### src/rtl/ps2_keyboard_ctrl_if.sv
// Avalon-MM register bus between the CPU and the PS/2 keyboard controller.
interface ps2_keyboard_ctrl_if;
    logic        s_cs_n;
    logic [1:0]  s_address;
    logic        s_read;
    logic [31:0] s_readdata;
    logic        s_write;
    logic [31:0] s_writedata;

    modport master (output s_cs_n, s_address, s_read, s_write, s_writedata,
                    input  s_readdata);
    modport slave  (input  s_cs_n, s_address, s_read, s_write, s_writedata,
                    output s_readdata);
endinterface

### src/rtl/ps2_keyboard_ctrl.sv
// PS/2 device-to-host receiver with scancode FIFO, Avalon-MM registers and
// a data-driven level interrupt.
module ps2_keyboard_ctrl #(
    parameter int FIFO_DEPTH     = 8,
    parameter int TIMEOUT_CYCLES = 50000
) (
    input  logic                 clk,
    input  logic                 reset_n,
    input  logic                 ps2_clk,
    input  logic                 ps2_data,
    ps2_keyboard_ctrl_if.slave   bus,
    output logic                 irq
);
    localparam int AW = $clog2(FIFO_DEPTH);
    localparam int TW = $clog2(TIMEOUT_CYCLES + 1);
    localparam logic [AW:0]   DEPTH_C  = (AW+1)'(FIFO_DEPTH);
    localparam logic [TW-1:0] TO_LAST  = TW'(TIMEOUT_CYCLES - 1);

    typedef enum logic [1:0] {IDLE, DATA, PARITY, STOP} rx_state_e;

    // Pads are idle-high, so synchronizers and filter start high to avoid a fake edge.
    logic       clk_meta_q, clk_sync_q, data_meta_q, data_sync_q;
    logic [3:0] clk_shift_q;
    logic       clk_filt_q;
    logic       fall;

    always_ff @(posedge clk or negedge reset_n) begin
        if (!reset_n) begin
            clk_meta_q  <= 1'b1;
            clk_sync_q  <= 1'b1;
            data_meta_q <= 1'b1;
            data_sync_q <= 1'b1;
            clk_shift_q <= 4'hF;
            clk_filt_q  <= 1'b1;
        end else begin
            clk_meta_q  <= ps2_clk;
            clk_sync_q  <= clk_meta_q;
            data_meta_q <= ps2_data;
            data_sync_q <= data_meta_q;
            clk_shift_q <= {clk_shift_q[2:0], clk_sync_q};
            if (clk_shift_q == 4'hF)      clk_filt_q <= 1'b1;
            else if (clk_shift_q == 4'h0) clk_filt_q <= 1'b0;
        end
    end

    assign fall = clk_filt_q & (clk_shift_q == 4'h0);

    rx_state_e       state_q, state_d;
    logic [2:0]      bit_cnt_q, bit_cnt_d;
    logic [7:0]      sr_q, sr_d;
    logic            par_q, par_d;
    logic [TW-1:0]   to_cnt_q, to_cnt_d;
    logic            push_q, push_d;
    logic            perr_set;

    always_comb begin
        state_d   = state_q;
        bit_cnt_d = bit_cnt_q;
        sr_d      = sr_q;
        par_d     = par_q;
        push_d    = 1'b0;
        perr_set  = 1'b0;
        to_cnt_d  = (fall || state_q == IDLE) ? '0 : to_cnt_q + TW'(1);
        if (fall) begin
            case (state_q)
                IDLE: if (!data_sync_q) begin
                    state_d   = DATA;
                    bit_cnt_d = '0;
                end
                DATA: begin
                    sr_d      = {data_sync_q, sr_q[7:1]};
                    bit_cnt_d = bit_cnt_q + 3'd1;
                    if (bit_cnt_q == 3'd7) state_d = PARITY;
                end
                PARITY: begin
                    par_d   = data_sync_q;
                    state_d = STOP;
                end
                default: begin
                    if (data_sync_q && (^{sr_q, par_q})) push_d   = 1'b1;
                    else                                 perr_set = 1'b1;
                    state_d = IDLE;
                end
            endcase
        end else if (state_q != IDLE && to_cnt_q == TO_LAST) begin
            state_d = IDLE;
        end
    end

    always_ff @(posedge clk or negedge reset_n) begin
        if (!reset_n) begin
            state_q   <= IDLE;
            bit_cnt_q <= '0;
            sr_q      <= '0;
            par_q     <= 1'b0;
            to_cnt_q  <= '0;
            push_q    <= 1'b0;
        end else begin
            state_q   <= state_d;
            bit_cnt_q <= bit_cnt_d;
            sr_q      <= sr_d;
            par_q     <= par_d;
            to_cnt_q  <= to_cnt_d;
            push_q    <= push_d;
        end
    end

    logic [7:0]    mem [FIFO_DEPTH];
    logic [AW-1:0] wr_ptr_q, rd_ptr_q;
    logic [AW:0]   count_q, count_d;
    logic          ovf_q, ovf_d, perr_q, perr_d, irq_en_q, irq_en_d, irq_q;
    logic          empty, full, wr_hit, pop, push_ok, ovf_set, flush;
    logic          unused_wdata;

    assign empty        = (count_q == '0);
    assign full         = (count_q == DEPTH_C);
    assign wr_hit       = ~bus.s_cs_n & bus.s_write;
    assign pop          = ~bus.s_cs_n & bus.s_read & (bus.s_address == 2'd0) & ~empty;
    assign flush        = wr_hit & (bus.s_address == 2'd2) & bus.s_writedata[1];
    // A pop in the same cycle frees the slot the push needs.
    assign push_ok      = push_q & (~full | pop);
    assign ovf_set      = push_q & full & ~pop;
    assign unused_wdata = ^bus.s_writedata[31:4];

    always_comb begin
        count_d = count_q;
        if (flush) count_d = '0;
        else if (push_ok && !pop) count_d = count_q + (AW+1)'(1);
        else if (!push_ok && pop) count_d = count_q - (AW+1)'(1);
        ovf_d    = ovf_set  | (ovf_q  & ~(wr_hit & (bus.s_address == 2'd1) & bus.s_writedata[2]));
        perr_d   = perr_set | (perr_q & ~(wr_hit & (bus.s_address == 2'd1) & bus.s_writedata[3]));
        irq_en_d = (wr_hit && bus.s_address == 2'd2) ? bus.s_writedata[0] : irq_en_q;
    end

    always_ff @(posedge clk) begin
        if (push_ok) mem[wr_ptr_q] <= sr_q;
    end

    always_ff @(posedge clk or negedge reset_n) begin
        if (!reset_n) begin
            wr_ptr_q <= '0;
            rd_ptr_q <= '0;
            count_q  <= '0;
            ovf_q    <= 1'b0;
            perr_q   <= 1'b0;
            irq_en_q <= 1'b0;
            irq_q    <= 1'b0;
        end else begin
            if (flush) begin
                wr_ptr_q <= '0;
                rd_ptr_q <= '0;
            end else begin
                if (push_ok) wr_ptr_q <= wr_ptr_q + AW'(1);
                if (pop)     rd_ptr_q <= rd_ptr_q + AW'(1);
            end
            count_q  <= count_d;
            ovf_q    <= ovf_d;
            perr_q   <= perr_d;
            irq_en_q <= irq_en_d;
            irq_q    <= irq_en_d & (count_d != '0);
        end
    end

    assign irq = irq_q;

    always_comb begin
        bus.s_readdata = '0;
        if (!bus.s_cs_n) begin
            case (bus.s_address)
                2'd0:    bus.s_readdata = {23'b0, ~empty, empty ? 8'h00 : mem[rd_ptr_q]};
                2'd1:    bus.s_readdata = {28'b0, perr_q, ovf_q, full, ~empty};
                2'd2:    bus.s_readdata = {31'b0, irq_en_q};
                default: bus.s_readdata = '0;
            endcase
        end
    end
endmodule

### src/flat_wrapper.sv
// flat-port wrapper written by rule: the top's interface ports become plain ports
module ps2_keyboard_ctrl_flat 
#(
    parameter int FIFO_DEPTH     = 8,
    parameter int TIMEOUT_CYCLES = 50000
)
  (clk, reset_n, ps2_clk, ps2_data, irq, bus_s_cs_n, bus_s_address, bus_s_read, bus_s_write, bus_s_writedata, bus_s_readdata);
  ps2_keyboard_ctrl_if bus_i ();
  input  logic clk;
  input  logic reset_n;
  input  logic ps2_clk;
  input  logic ps2_data;
  output logic irq;
  input wire logic [$bits(bus_i.s_cs_n)-1:0] bus_s_cs_n;
  input wire logic [$bits(bus_i.s_address)-1:0] bus_s_address;
  input wire logic [$bits(bus_i.s_read)-1:0] bus_s_read;
  input wire logic [$bits(bus_i.s_write)-1:0] bus_s_write;
  input wire logic [$bits(bus_i.s_writedata)-1:0] bus_s_writedata;
  output wire logic [$bits(bus_i.s_readdata)-1:0] bus_s_readdata;
  assign bus_i.s_cs_n = bus_s_cs_n;
  assign bus_i.s_address = bus_s_address;
  assign bus_i.s_read = bus_s_read;
  assign bus_i.s_write = bus_s_write;
  assign bus_i.s_writedata = bus_s_writedata;
  assign bus_s_readdata = bus_i.s_readdata;
  ps2_keyboard_ctrl #(.FIFO_DEPTH(FIFO_DEPTH), .TIMEOUT_CYCLES(TIMEOUT_CYCLES)) u_core (.clk(clk), .reset_n(reset_n), .ps2_clk(ps2_clk), .ps2_data(ps2_data), .bus(bus_i), .irq(irq));
endmodule
### config.mk
export PLATFORM = sky130hd
export DESIGN_NAME = ps2_keyboard_ctrl_flat
export DESIGN_NICKNAME = d
export VERILOG_FILES = /design/src/rtl/ps2_keyboard_ctrl_if.sv /design/src/rtl/ps2_keyboard_ctrl.sv /design/src/flat_wrapper.sv
export SDC_FILE = /design/constraint.sdc
export NUM_CORES = 1
export LEC_CHECK = 0
export CAP_MARGIN = 20
export CELL_PAD_IN_SITES_DETAIL_PLACEMENT = 2
export CELL_PAD_IN_SITES_GLOBAL_PLACEMENT = 2
export CORE_MARGIN = 1.5
export CORE_UTILIZATION = 34
export CTS_CLUSTER_DIAMETER = 50
export DETAILED_ROUTE_END_ITERATION = 10
export PLACE_DENSITY_LB_ADDON = 0.1
export SKIP_LAST_GASP = 1
export SLEW_MARGIN = 20
export SYNTH_ARGS = -nofsm -noshare
export SYNTH_HDL_FRONTEND = slang
export SYNTH_SLANG_ARGS = --single-unit
### constraint.sdc
create_clock -name clk -period 4.1 [get_ports clk]
set_clock_uncertainty 0.05 [all_clocks]
set_input_delay 0.41 -clock clk [delete_from_list [all_inputs] [get_ports clk]]
set_output_delay 0.41 -clock clk [all_outputs]
set_load 0.03 [all_outputs]
======== Yosys cells after proc, flatten, opt, wreduce, memory -nomap -nowiden ========
Memories as Yosys holds them, arrays and structs flattened.
Cells that the tools add are included.
operators by class
  equal/unequal tests ..................... 11
  reduce and logical (&&, ||, !) cells .... 25
  add/sub/neg operators ................... 6
  muxes and demuxes ....................... 29
  bitwise gates (word level) .............. 25
operators with widths
  operator               number
  $mux 32                1
  $pmux 9 s3             1
  $add 16x1->16 const B  1
  $and 1x1->1            16
  $eq 16x16->1 const B   1
  $mux 16                1
  $mux 3                 5
  $mux 4                 3
  $reduce_bool 2->1      6
  $mux 1                 11
  $add 3x1->3 const B    3
  $reduce_xor 9->1       1
  $eq 4x4->1 const B     2
  $logic_not 4->1        2
  $mux 2                 4
  $mux 8                 1
  $ne 3x3->1 const B     2
  $not 1->1              6
  $pmux 2 s3             1
  $pmux 3 s2             1
  $reduce_and 3->1       2
  $logic_and 1x1->1      5
  $add 4x1->4 const B    1
  $eq 2x1->1 const B     2
  11 further kinds       17
storage, ports and cells
  output and inout port bits .............. 33
  word-level logic and storage cells ...... 116
  bits of input ports ..................... 41
  memory bits (writable) .................. 64
  memories ................................ 1
  register bits after elaboration ......... 54
memories
  name        depth  bits a word  read ports  clocked after Yosys merged registers in  write ports  RTL line                  text
  u_core.mem  8      8            1           0                                        1            ps2_keyboard_ctrl.sv:108  logic [7:0] mem [FIFO_DEPTH];

======== Longest topological paths before layout ========
Gate-level depths: netlist of run 1.
  depth in word-level cells ............... 13
  gate-level depth with buffers ........... 9

======== Worst setup path after synthesis of run 1 ========
OpenSTA, ideal clock, no wires.
  path kind ............................... register to register
  from .................................... reg u_core.count_q[0]
  to ...................................... mem u_core.mem[0][0], enable pin
  path buffers ............................ 1
  setup time .............................. 383 ps
  period minus slack after synthesis ...... 2736 ps
  path slack .............................. 1364 ps
  cell stages (with the launch flop) ...... 9
  arrival ................................. 2303 ps
  cells stage by stage .................... dfrtp_1 inv_1 ha_1 nor3b_2 and4bb_4 buf_12 o21ai_1 or2_1 nor3_1
on the way
  word-level cells in the longest chain between the ends .. 7
  elaborated cells on any way between the ends .. 9
  classes of those cells .................. 1 x eq/ne; 2 x mux; 5 x bitwise; 1 x reduce/logical
ends and longest elaborated chain
  element                           RTL line                  text
  start, declared                   ps2_keyboard_ctrl.sv:110  logic [AW:0] count_q, count_d;
  start signal, assigned            ps2_keyboard_ctrl.sv:156  count_q <= count_d;
  $logic_not 4->1                   ps2_keyboard_ctrl.sv:115  assign empty = (count_q == '0);
  $not 1->1                         ps2_keyboard_ctrl.sv:118  assign pop = ~bus.s_cs_n & bus.s_read & (bus.s_address == 2'd0) & ~empty;
  $and 1x1->1                       ps2_keyboard_ctrl.sv:118
  $or 1x1->1 (*)                    ps2_keyboard_ctrl.sv:121  assign push_ok = push_q & (~full | pop);
  $and 1x1->1 (*)                   ps2_keyboard_ctrl.sv:121
  $mux 1 (*)                        ps2_keyboard_ctrl.sv:136  if (push_ok) mem[wr_ptr_q] <= sr_q;
  $mux 1 (not written as such) (*)  ps2_keyboard_ctrl.sv:136
  end, declared                     ps2_keyboard_ctrl.sv:108
Every way passes the cells marked *; elsewhere a longest branch is shown, timed or not.

======== Worst setup path after layout of run 1 ========
  from .................................... reg u_core.rd_ptr_q[0]
  to ...................................... out bus_s_readdata[3]
on the way
  word-level cells in the longest chain between the ends .. 4
ends and longest elaborated chain
  element                 RTL line                  text
  start, declared         ps2_keyboard_ctrl.sv:109  logic [AW-1:0] wr_ptr_q, rd_ptr_q;
  start signal, assigned  ps2_keyboard_ctrl.sv:154  if (pop) rd_ptr_q <= rd_ptr_q + AW'(1);
  $mem_v2 8x8             -
  $mux 8                  ps2_keyboard_ctrl.sv:170  2'd0: bus.s_readdata = {23'b0, ~empty, empty ? 8'h00 : mem[rd_ptr_q]};
  $pmux 9 s3              ps2_keyboard_ctrl.sv:169  case (bus.s_address)
  $mux 32                 ps2_keyboard_ctrl.sv:168  if (!bus.s_cs_n) begin
  end, declared           flat_wrapper.sv:19        output wire logic [$bits(bus_i.s_readdata)-1:0] bus_s_readdata;
Every way passes these cells.

==> results of run 1 <==
==> state kept, by name (all words and copies together), names as in the netlist <==
name                count
u_core.clk_filt_q       1
u_core.rd_ptr_q         3
u_core.par_q            1
u_core.perr_q           1
u_core.clk_shift_q      4
u_core.mem             64
u_core.sr_q             8
u_core.count_q          4
u_core.irq_en_q         1
u_core.state_q          2
u_core.clk_sync_q       1
u_core.wr_ptr_q         3
u_core.clk_meta_q       1
u_core.ovf_q            1
u_core.bit_cnt_q        3
u_core.push_q           1
u_core.irq              1
u_core.data_sync_q      1
u_core.data_meta_q      1
u_core.to_cnt_q        16
==> per-stage QoR <==
stage          setup slack, ns  power (mW)
3_3_place_gp             1.065       1.891
2_1_floorplan            1.364       1.763
6_report                0.6726       3.315
4_1_cts                 0.5793       3.374
5_1_grt                 0.4474       3.463
3_5_place_dp             1.036       1.905
==> power by group <==
| part | leakage (nW) | internal (mW) | switching (mW) |
|---|---|---|---|
| Clock | 0.276 | 0.895 | 0.554 |
| Sequential | 1.32 | 1.29 | 0.120 |
| Combinational | 0.817 | 0.232 | 0.221 |
| Total | 2.42 | 2.42 | 0.895 |
==> synth_stat cells (3+ instances only) <==
cell type  instances
edfxtp_1          64
xnor2_1           16
dfstp_2            9
a22oi_1            5
inv_1             12
nor2_1            42
ha_1              12
nor3_1             7
mux4_2            16
and3_1             5
xor2_1            10
nand3b_1           3
mux2i_1            9
a21oi_1            8
mux2_2            13
nor2b_1            5
nand4_1            4
nand2_1           22
nand2b_1           5
dfrtp_1           45
nand3_1           10
buf_2              5
o21ai_0           13
buf_4             24
==> path summary, 6_finish.rpt <==
check | start | endpoint | slack (ns) | cells past startpoint
setup / recovery | u_core.rd_ptr_q[0]$_DFFE_PN0P_ | bus_s_readdata[3] | 0.67 | 5
hold / removal | reset_n | u_core.to_cnt_q[6]$_DFF_PN0_ | 0.08 | 2
setup reg to reg | u_core.count_q[1]$_DFF_PN0_ | u_core.mem[0][0]$_DFFE_PP_ | 1.38 | 8
hold reg to reg | u_core.clk_sync_q$_DFF_PN1_ | u_core.clk_shift_q[0]$_DFF_PN1_ | 0.30 | 0
max in group asynchronous | reset_n | u_core.wr_ptr_q[1]$_DFFE_PN0P_ | 3.45 | 2
min in group clk | u_core.clk_sync_q$_DFF_PN1_ | u_core.clk_shift_q[0]$_DFF_PN1_ | 0.30 | 0
==> area by class of cell <==
type,instances,area share (%)
Clock buffer,17,6.721
Clock inverter,15,2.412
Inverter,12,0.7116
Multi-Input combinational cell,250,29.27
Sequential cell,118,51.89
Tap cell,211,4.171
Timing Repair Buffer,34,4.823
==> metal layers <==
layer	vias up	share of wire [%]	track usage [%]
li1	1451	-	-
met1	1614	45	18.25
met2	50	51	26.22
met3	19	3.0	3.534
met4	0	1.7	6.345
met5	-	0	0
==> cell families after synthesis <==
logic type | count (synthesis) | synth area share [%]
AOI/OAI and AO/OA | 35 | 4.097
xor gates and xnor gates | 26 | 4.260
adders and majority gates | 12 | 2.809
buffers and inverters | 47 | 5.431
DFF | 118 | 61.45
muxes | 38 | 11.17
other | 1 | 0.07016
and+or+nand+nor | 116 | 10.72
==> worst register-to-register path, stage by stage (launching register included) <==
cell	delay (ns)
dfrtp_1	0.43
inv_1	0.10
ha_1	0.22
nor3b_2	0.17
and4bb_4	0.48
o21ai_1	0.19
or2_1	0.33
nor3_1	0.21
buf_4	0.24
==> impl_results.md, run 1 <==
- H-Tree Level Count: 4
- RSZ-0062 raised after global routing: false
- Post-synth ARST share: 45.76%
- Die Wd: 128.4 um
- Synth top area share: 35.96%
- Clock-pin slew on the worst setup and hold paths: 0.05 ns
- Clock Sink Count: 118
- Dpl cell area: 5752 um^2
- Period utilization: 83.60%
- Kind of cell adding the most delay to the critical path: multiplexers
- Worst Path Arrival: 2.97 ns
- Area Overhead vs Synth: 18.42%
- Post-synth EDFFs: 64
- Slew Limit Fails: 0
- Routability Congestion: 0.7240
- Setup-failing EPs final: 0
- Cell chain of the critical path: mux4_2 > mux2_2 > a22oi_1 > nor2_1 > clkdlybuf4s50_1
- Register area share after synthesis: 61.45%
- Boundary Pins: 74
- Status: finished clean
- Most frequent cells in the layout: edfxtp_1 (64), dfrtp_1 (45), nor2_1 (42)
- Layout Nets: 486
- Crit path buffers/inverters: 1
- DR vias/cell: 4.770
- WS Path Type: reg -> out
- Hold Path Class: in -> async
- Vias in the first global route: 3502
- Max transition margin: 51.66%
- Inserted Clock Buffers: 17
- Yosys cell types: 47
- Drt pass-1 iters: 4
- Yosys top cell by area: edfxtp_1
- Final-report hold violation count: 0
- Post-route minimum period: 3.427 ns
- Row count: 45
- Post-CTS Setup Repair Bufs: 0
- Hpwl dp: 7.573 mm
- GRT Util Overall: 15.15%
- Slowest stage cell, crit path: dfrtp_1
- FF+latch count, synth: 118
- Final Instance Area: 6330 um^2
- # placed instances: 625
- Top FF cell, synth: edfxtp_1
- Layout cells sized above 1: 19.06%
- Worst-Margin Slew: 0.7251 ns
- CTS tree: done
- VDD IR-drop max: 0.3099 mV
- Die area: 16480 um^2
- F_max: 291.8 MHz
- CTS Hold Buffers Added: 0
- Final ANT Viol Nets: 0
- Non-filler cells, final: 657
- Final wirelength: 11.20 mm
- Largest net degree at the start of global routing: 55
- Clock root cell: clkbuf_16
- Vias: 3134
- Max Buffers Root-to-Sink: 2
- Yosys warns: 0
- Register area: 3284 um^2
- CP Max Fanout: 12
- Largest cells by area after synthesis: edfxtp_1 (36%), dfrtp_1 (21%), mux4_2 (6.7%), dfstp_2 (4.4%), buf_4 (3.4%)
- Peak per-stage delay on the critical path: 0.79 ns
- Clock Latency Late Sink: 0.42 ns
- Die span in y: 128.4 um
- Diode count: 0
- DRC viols: 0
- Filler Cell Count: 1531
- WHS: 0.08167 ns
- Synthesized area per cell: 13.60 um^2
- Lkg Pwr: 2.416 nW
- Remaining Overflow, GRT: 0
- MaxCap Viol Count: 0
- CP required: 3.64 ns
- Commonest non-fill, non-tap cell in the layout: edfxtp_1
- Initial Util: 35.03%
- CP Launch Type: register
- TNS Setup: 0 ns
- Syn Std Cell Area: 5345 um^2
- Number of port buffers: 22
- First-pass GRT wire length: 18.66 mm
- Antenna violations before repair: 0
- Core Util, Final: 41.48%
- Drt initial violations: 119
- Post-cts sizing count: 0
- Crit. End Element: primary output
- Synth Instances: 393
- Pwr/cell area: 523.7 nW/um^2
- Routed WL per cell: 17.05 um
- Core area: 15260 um^2
- Multi-input logic area: 1853 um^2
Note: power is estimated with default switching activity, not from simulation.
==> run 2, diff against run 1 <==
==> constraint.sdc (replaced) <==
create_clock -name clk -period 2.8 [get_ports clk]
set_clock_uncertainty 0.05 [all_clocks]
set_input_delay 0.28 -clock clk [delete_from_list [all_inputs] [get_ports clk]]
set_output_delay 0.28 -clock clk [all_outputs]
set_load 0.03 [all_outputs]
==> impl_results.md, run 2 (synthesis gave the netlist of run 1 again) <==
- Status: finished clean
- Commonest non-fill, non-tap cell in the layout: edfxtp_1
- Die Wd: 128.4 um
- Clock Latency Late Sink: 0.41 ns
- Routability Congestion: 0.7046
- DR vias/cell: 4.735
- Worst Path Arrival: 2.37 ns
- Diode count: 0
- Drt pass-1 iters: 4
- Period utilization: 96.29%
- RSZ-0062 raised after global routing: true
- Clock root cell: clkbuf_16
- Number of port buffers: 22
- Grt peak-use layer: met2
- Clock Sink Count: 118
- CP required: 2.47 ns
- CTS tree: done
- Largest register by flop count: u_core.mem
- Row count: 45
- Remaining Overflow, GRT: 0
- Non-filler cells, final: 664
- Sw frac: 25.62%
- H-Tree Level Count: 4
- Top Registers: u_core.mem (64), u_core.to_cnt_q (16), u_core.sr_q (8)
- Core Util, Final: 42.18%
- Power Internal: 3.752 mW
- Dpl cell area: 5802 um^2
- Cell chain of the critical path: buf_12 > mux4_2 > mux2_2 > a22oi_1 > nor2_1 > dlygate4sd2_1
- Worst-Margin Slew: 0.9373 ns
- VDD IR-drop max: 0.4263 mV
- Layout cells sized above 1: 20.53%
- Slew Limit Fails: 0
- Lkg Pwr: 2.466 nW
- DRC viols: 0
- CP Launch Type: register
- WS Path Type: reg -> out
- WHS: 0.2263 ns
- Post-route minimum period: 2.696 ns
- Kind of cell adding the most delay to the critical path: multiplexers
- Peak per-stage delay on the critical path: 0.53 ns
- Antenna violations before repair: 0
- Final Instance Area: 6436 um^2
- Final-report hold violation count: 0
- Vias: 3144
- Slowest stage cell, crit path: mux4_2
- Largest net degree at the start of global routing: 42
- # placed instances: 630
- Met2 Usage GRT: 27.04%
- F_max: 370.9 MHz
- Final wirelength: 11.43 mm
- GRT Util Overall: 15.43%
- GRT met1 Usage: 18.13%
- Net load switching power: 1.293 mW
- Total design power: 5.045 mW
- Layout Nets: 494
- First-pass GRT wire length: 18.84 mm
- Core area: 15260 um^2
- Pwr/cell area: 783.8 nW/um^2
- Global-route track usage on met3: 3.784%
- Hpwl dp: 7.870 mm
- Setup-failing EPs final: 0
- Clock-pin slew on the worst setup and hold paths: 0.06 ns
- Die area: 16480 um^2
- Routed WL per cell: 17.22 um
- R2r setup slk: 0.27 ns
- Most frequent cells in the layout: edfxtp_1 (64), dfrtp_1 (44), nor2_1 (42)
- Hold Path Class: in -> reg
- Inserted Clock Buffers: 17
- MaxCap Viol Count: 0
- Crit path buffers/inverters: 2
- Die span in y: 128.4 um
- Crit. End Element: primary output
- Clk pwr share: 44.8%
- Flop pwr share: 40.2%
- Drt initial violations: 69
- Max Buffers Root-to-Sink: 2
- Initial Util: 35.03%
- Max FFs per register: 64
- Area Overhead vs Synth: 20.41%
- Combinational share of power: 15.0%
- Boundary Pins: 74
- Final ANT Viol Nets: 0
- Max transition margin: 37.51%
- CP Max Fanout: 12
- Vias in the first global route: 3560
[run 2: cell count changes in the layout (fill, tap and decap cells not counted), moves of 2 or more]
cell	change
inv_6	-3
buf_4	+6
clkdlybuf4s50_1	-9
clkbuf_1	+2
dlygate4sd2_1	+7
clkdlybuf4s15_1	+2
clkinv_1	-2
bufinv_16	+2
[run 2: repair_timing]
action,in CTS,in global routing
pin swaps,0,0
gates resized for setup,10,3
hold buffers,1,0
setup buffers,0,2
setup endpoints to repair,9,6
endpoints found under the hold margin,30,0
[run 2: cell type report]
type,count,area (um^2)
Clock buffer,19,432.9
Clock inverter,12,178.9
Multi-Input combinational cell,250,1858
Tap cell,211,264.0
Sequential cell,118,3286
Inverter,12,45.04
Fill cell,1526,8822
Timing Repair Buffer,42,371.6
[run 2: path summary, 6_finish.rpt]
kind / depth (start not counted) / start / to
min in group asynchronous: 2 / reset_n / u_core.to_cnt_q[7]$_DFF_PN0_
max in group asynchronous: 3 / reset_n / u_core.rd_ptr_q[1]$_DFFE_PN0P_
setup reg to reg: 8 / u_core.count_q[0]$_DFF_PN0_ / u_core.mem[1][6]$_DFFE_PP_
hold / removal: 1 / ps2_data / u_core.data_meta_q$_DFF_PN1_
hold reg to reg: 0 / u_core.clk_sync_q$_DFF_PN1_ / u_core.clk_shift_q[0]$_DFF_PN1_
setup / recovery: 6 / u_core.rd_ptr_q[0]$_DFFE_PN0P_ / bus_s_readdata[3]
[run 2: metrics by stage]
| stage | worst slack [ns] | setup TNS [ns] |
|---|---|---|
| 3_3_place_gp | 0.1205 | 0 |
| 5_1_grt | -0.03350 | -0.03350 |
| 3_5_place_dp | 0.1304 | 0 |
| 6_report | 0.1040 | 0 |
| 2_1_floorplan | 0.06367 | 0 |
| 4_1_cts | -0.0006339 | -0.0006339 |
[run 2: power groups by stage]
stage	combinational, mW	sequential, mW	clock [mW]
CTS	0.754	2.03	2.33
global placement	0.740	2.06	0
global route	0.838	2.05	2.39
floorplan	0.599	1.99	0
finish	0.757	2.03	2.26
detailed placement	0.755	2.06	0
[run 2: metal layers]
| layer | vias up | share of wire [%] |
|---|---|---|
| met3 | 11 | 2.9 |
| met1 | 1624 | 44 |
| met4 | 0 | 1.1 |
| met2 | 49 | 52 |
| met5 | - | 0 |
| li1 | 1460 | - |
==> run 3, diff against run 2 <==
--- a/config.mk
+++ b/config.mk
@@ -10,7 +10,6 @@
 export CELL_PAD_IN_SITES_GLOBAL_PLACEMENT = 2
 export CORE_MARGIN = 1.5
 export CORE_UTILIZATION = 34
-export CTS_CLUSTER_DIAMETER = 50
 export DETAILED_ROUTE_END_ITERATION = 10
 export PLACE_DENSITY_LB_ADDON = 0.1
 export SKIP_LAST_GASP = 1
==> constraint.sdc (replaced) <==
create_clock -name clk -period 3.3 [get_ports clk]
set_clock_uncertainty 0.05 [all_clocks]
set_input_delay 0.33 -clock clk [delete_from_list [all_inputs] [get_ports clk]]
set_output_delay 0.33 -clock clk [all_outputs]
set_load 0.03 [all_outputs]
==> impl_results.md, run 3 (synthesis gave the netlist of run 1 again) <==
- Final wirelength: 12.11 mm
- Clock root cell: clkbuf_16
- First-pass GRT wire length: 19.74 mm
- Layout cells sized above 1: 19.24%
- Post-cts sizing count: 0
- Clock Sink Count: 118
- Clock Latency Late Sink: 0.42 ns
- Number of port buffers: 22
- Boundary Pins: 74
- Final-report hold violation count: 16
- Layout Nets: 488
- Antenna violations before repair: 0
- Commonest non-fill, non-tap cell in the layout: edfxtp_1
- Met2 Usage GRT: 28.75%
- Hpwl dp: 8.086 mm
- Top Registers: u_core.mem (64), u_core.to_cnt_q (16), u_core.sr_q (8)
- WHS: -0.01195 ns
- Post-CTS Setup Repair Bufs: 0
- Initial Util: 35.03%
- CTS tree: done
- Filler Cell Count: 1552
- Drt pass-1 iters: 4
- Drt initial violations: 158
- Clock-pin slew on the worst setup and hold paths: 0.05 ns
- Grt peak-use layer: met2
- Hold Path Class: in -> async
- Lkg Pwr: 2.381 nW
- Vias in the first global route: 3560
- Setup WS post-layout: 0.1985 ns
- CP Launch Type: register
- Die span in y: 128.4 um
- DRC viols: 0
- Max Buffers Root-to-Sink: 2
- Worst Path Arrival: 2.72 ns
- F_max: 322.4 MHz
- Largest register by flop count: u_core.mem
- R2r worst-path depth: 8
- CP required: 2.92 ns
- Post-Place Worst Slack: 0.5458 ns
- Global-route track usage on met3: 4.615%
- Period utilization: 93.98%
- Max transition margin: 40.66%
- Die area: 16480 um^2
- R2r setup slk: 0.63 ns
- DR vias/cell: 4.805
- Cell chain of the critical path: mux4_2 > mux2_2 > a22oi_1 > nor2_1 > clkdlybuf4s50_1
- RSZ-0062 raised after global routing: false
- Peak per-stage delay on the critical path: 0.72 ns
- CTS Hold Buffers Added: 0
- MaxCap Viol Count: 0
- Row count: 45
- Most frequent cells in the layout: edfxtp_1 (64), dfrtp_1 (45), nor2_1 (42)
- CP Max Fanout: 12
- Reg2reg end: u_core.mem[0][5]$_DFFE_PP_
- Diode count: 0
- Remaining Overflow, GRT: 0
- Setup-failing EPs final: 0
- Inserted Clock Buffers: 17
- Max FFs per register: 64
- Area Overhead vs Synth: 18.94%
- TNS Setup: 0 ns
- Routed WL per cell: 18.41 um
- Die Wd: 128.4 um
- Slew Limit Fails: 0
- Failing checks: negative hold slack
- Largest net degree at the start of global routing: 41
- Worst-Margin Slew: 0.8900 ns
- Total design power: 4.188 mW
- Pwr/cell area: 658.7 nW/um^2
- WS Path Type: reg -> out
- Post-route minimum period: 3.101 ns
- GRT met1 Usage: 19.16%
- Status: finished, violations left
- Routability Congestion: 0.7143
- Slowest stage cell, crit path: dfrtp_1
- Vias: 3162
- H-Tree Level Count: 4
- R2r startpoint: u_core.count_q[0]$_DFF_PN0_
- Final ANT Viol Nets: 0
- GRT Util Overall: 16.50%
- Crit. End Element: primary output
- VDD IR-drop max: 0.3431 mV
- Core area: 15260 um^2
## run 3: cell types whose count changed in the layout (fill, tap and decap cells not counted), sizes merged
cell           previous run  this run
clkdlybuf4s50            12        21
dlygate4sd2               7         0
buf                      20        15
clkinvlp                  3         6
clkbuf                   19        17
clkdlybuf4s15             2         0
bufinv                    4         3
clkinv                    4         5
dlygate4sd3               1         0
inv                      13        12
## run 3: routing by layer
metal | part of all wire (%) | wire length, um
met1 | 42 | 5033
met2 | 53 | 6453
met5 | 0 | 0
met4 | 1.8 | 212
met3 | 3.4 | 415
## run 3: layout make-up
cell class / count / area (um^2) / area share [%]
Timing Repair Buffer: 36 / 324.1 / 5.097
Clock inverter: 14 / 161.4 / 2.539
Tap cell: 211 / 264.0 / 4.153
Inverter: 12 / 45.04 / 0.7085
Sequential cell: 118 / 3284 / 51.66
Multi-Input combinational cell: 250 / 1853 / 29.15
Clock buffer: 17 / 425.4 / 6.692
## run 3: worst max-delay path by stage
stage	start	slack [ns]	cells after the start	to
floorplan	u_core.count_q[0]$_DFF_PN0_	0.56	8	u_core.mem[0][0]$_DFFE_PP_
global placement	u_core.rd_ptr_q[0]$_DFFE_PN0P_	0.58	6	bus_s_readdata[3]
detailed placement	bus_s_cs_n	0.55	7	u_core.mem[0][5]$_DFFE_PP_
CTS	u_core.rd_ptr_q[0]$_DFFE_PN0P_	0.06	6	bus_s_readdata[3]
global route	u_core.rd_ptr_q[0]$_DFFE_PN0P_	0.02	6	bus_s_readdata[3]
finish	u_core.rd_ptr_q[1]$_DFFE_PN0P_	0.20	5	bus_s_readdata[3]
## run 3: critical path, delay by kind of cell, from the launching register on
kind,cells,cell delay [ns]
AND/OR/NAND/NOR,1,0.06
buffers and inverters,1,0.59
AO/OA/AOI/OAI,1,0.23
multiplexers,2,0.70
flip-flops,1,0.72
## run 3: power by group
part / total [mW] / internal, mW / leakage [nW] / switching (mW)
Clock: 1.84 / 1.17 / 0.268 / 0.671
Combinational: 0.632 / 0.300 / 0.829 / 0.332
Sequential: 1.71 / 1.61 / 1.28 / 0.106
Total: 4.19 / 3.08 / 2.38 / 1.11
## run 3: per-stage QoR
| step | cell area, um^2 | cells | utilization [%] |
|---|---|---|---|
| global placement | 5767 | 627 | 37.79 |
| CTS | 6354 | 658 | 41.64 |
| floorplan | 5428 | 415 | - |
| finish | 6357 | 658 | 41.66 |
| detailed placement | 5767 | 627 | 37.79 |
| global route | 6357 | 658 | 41.66 |
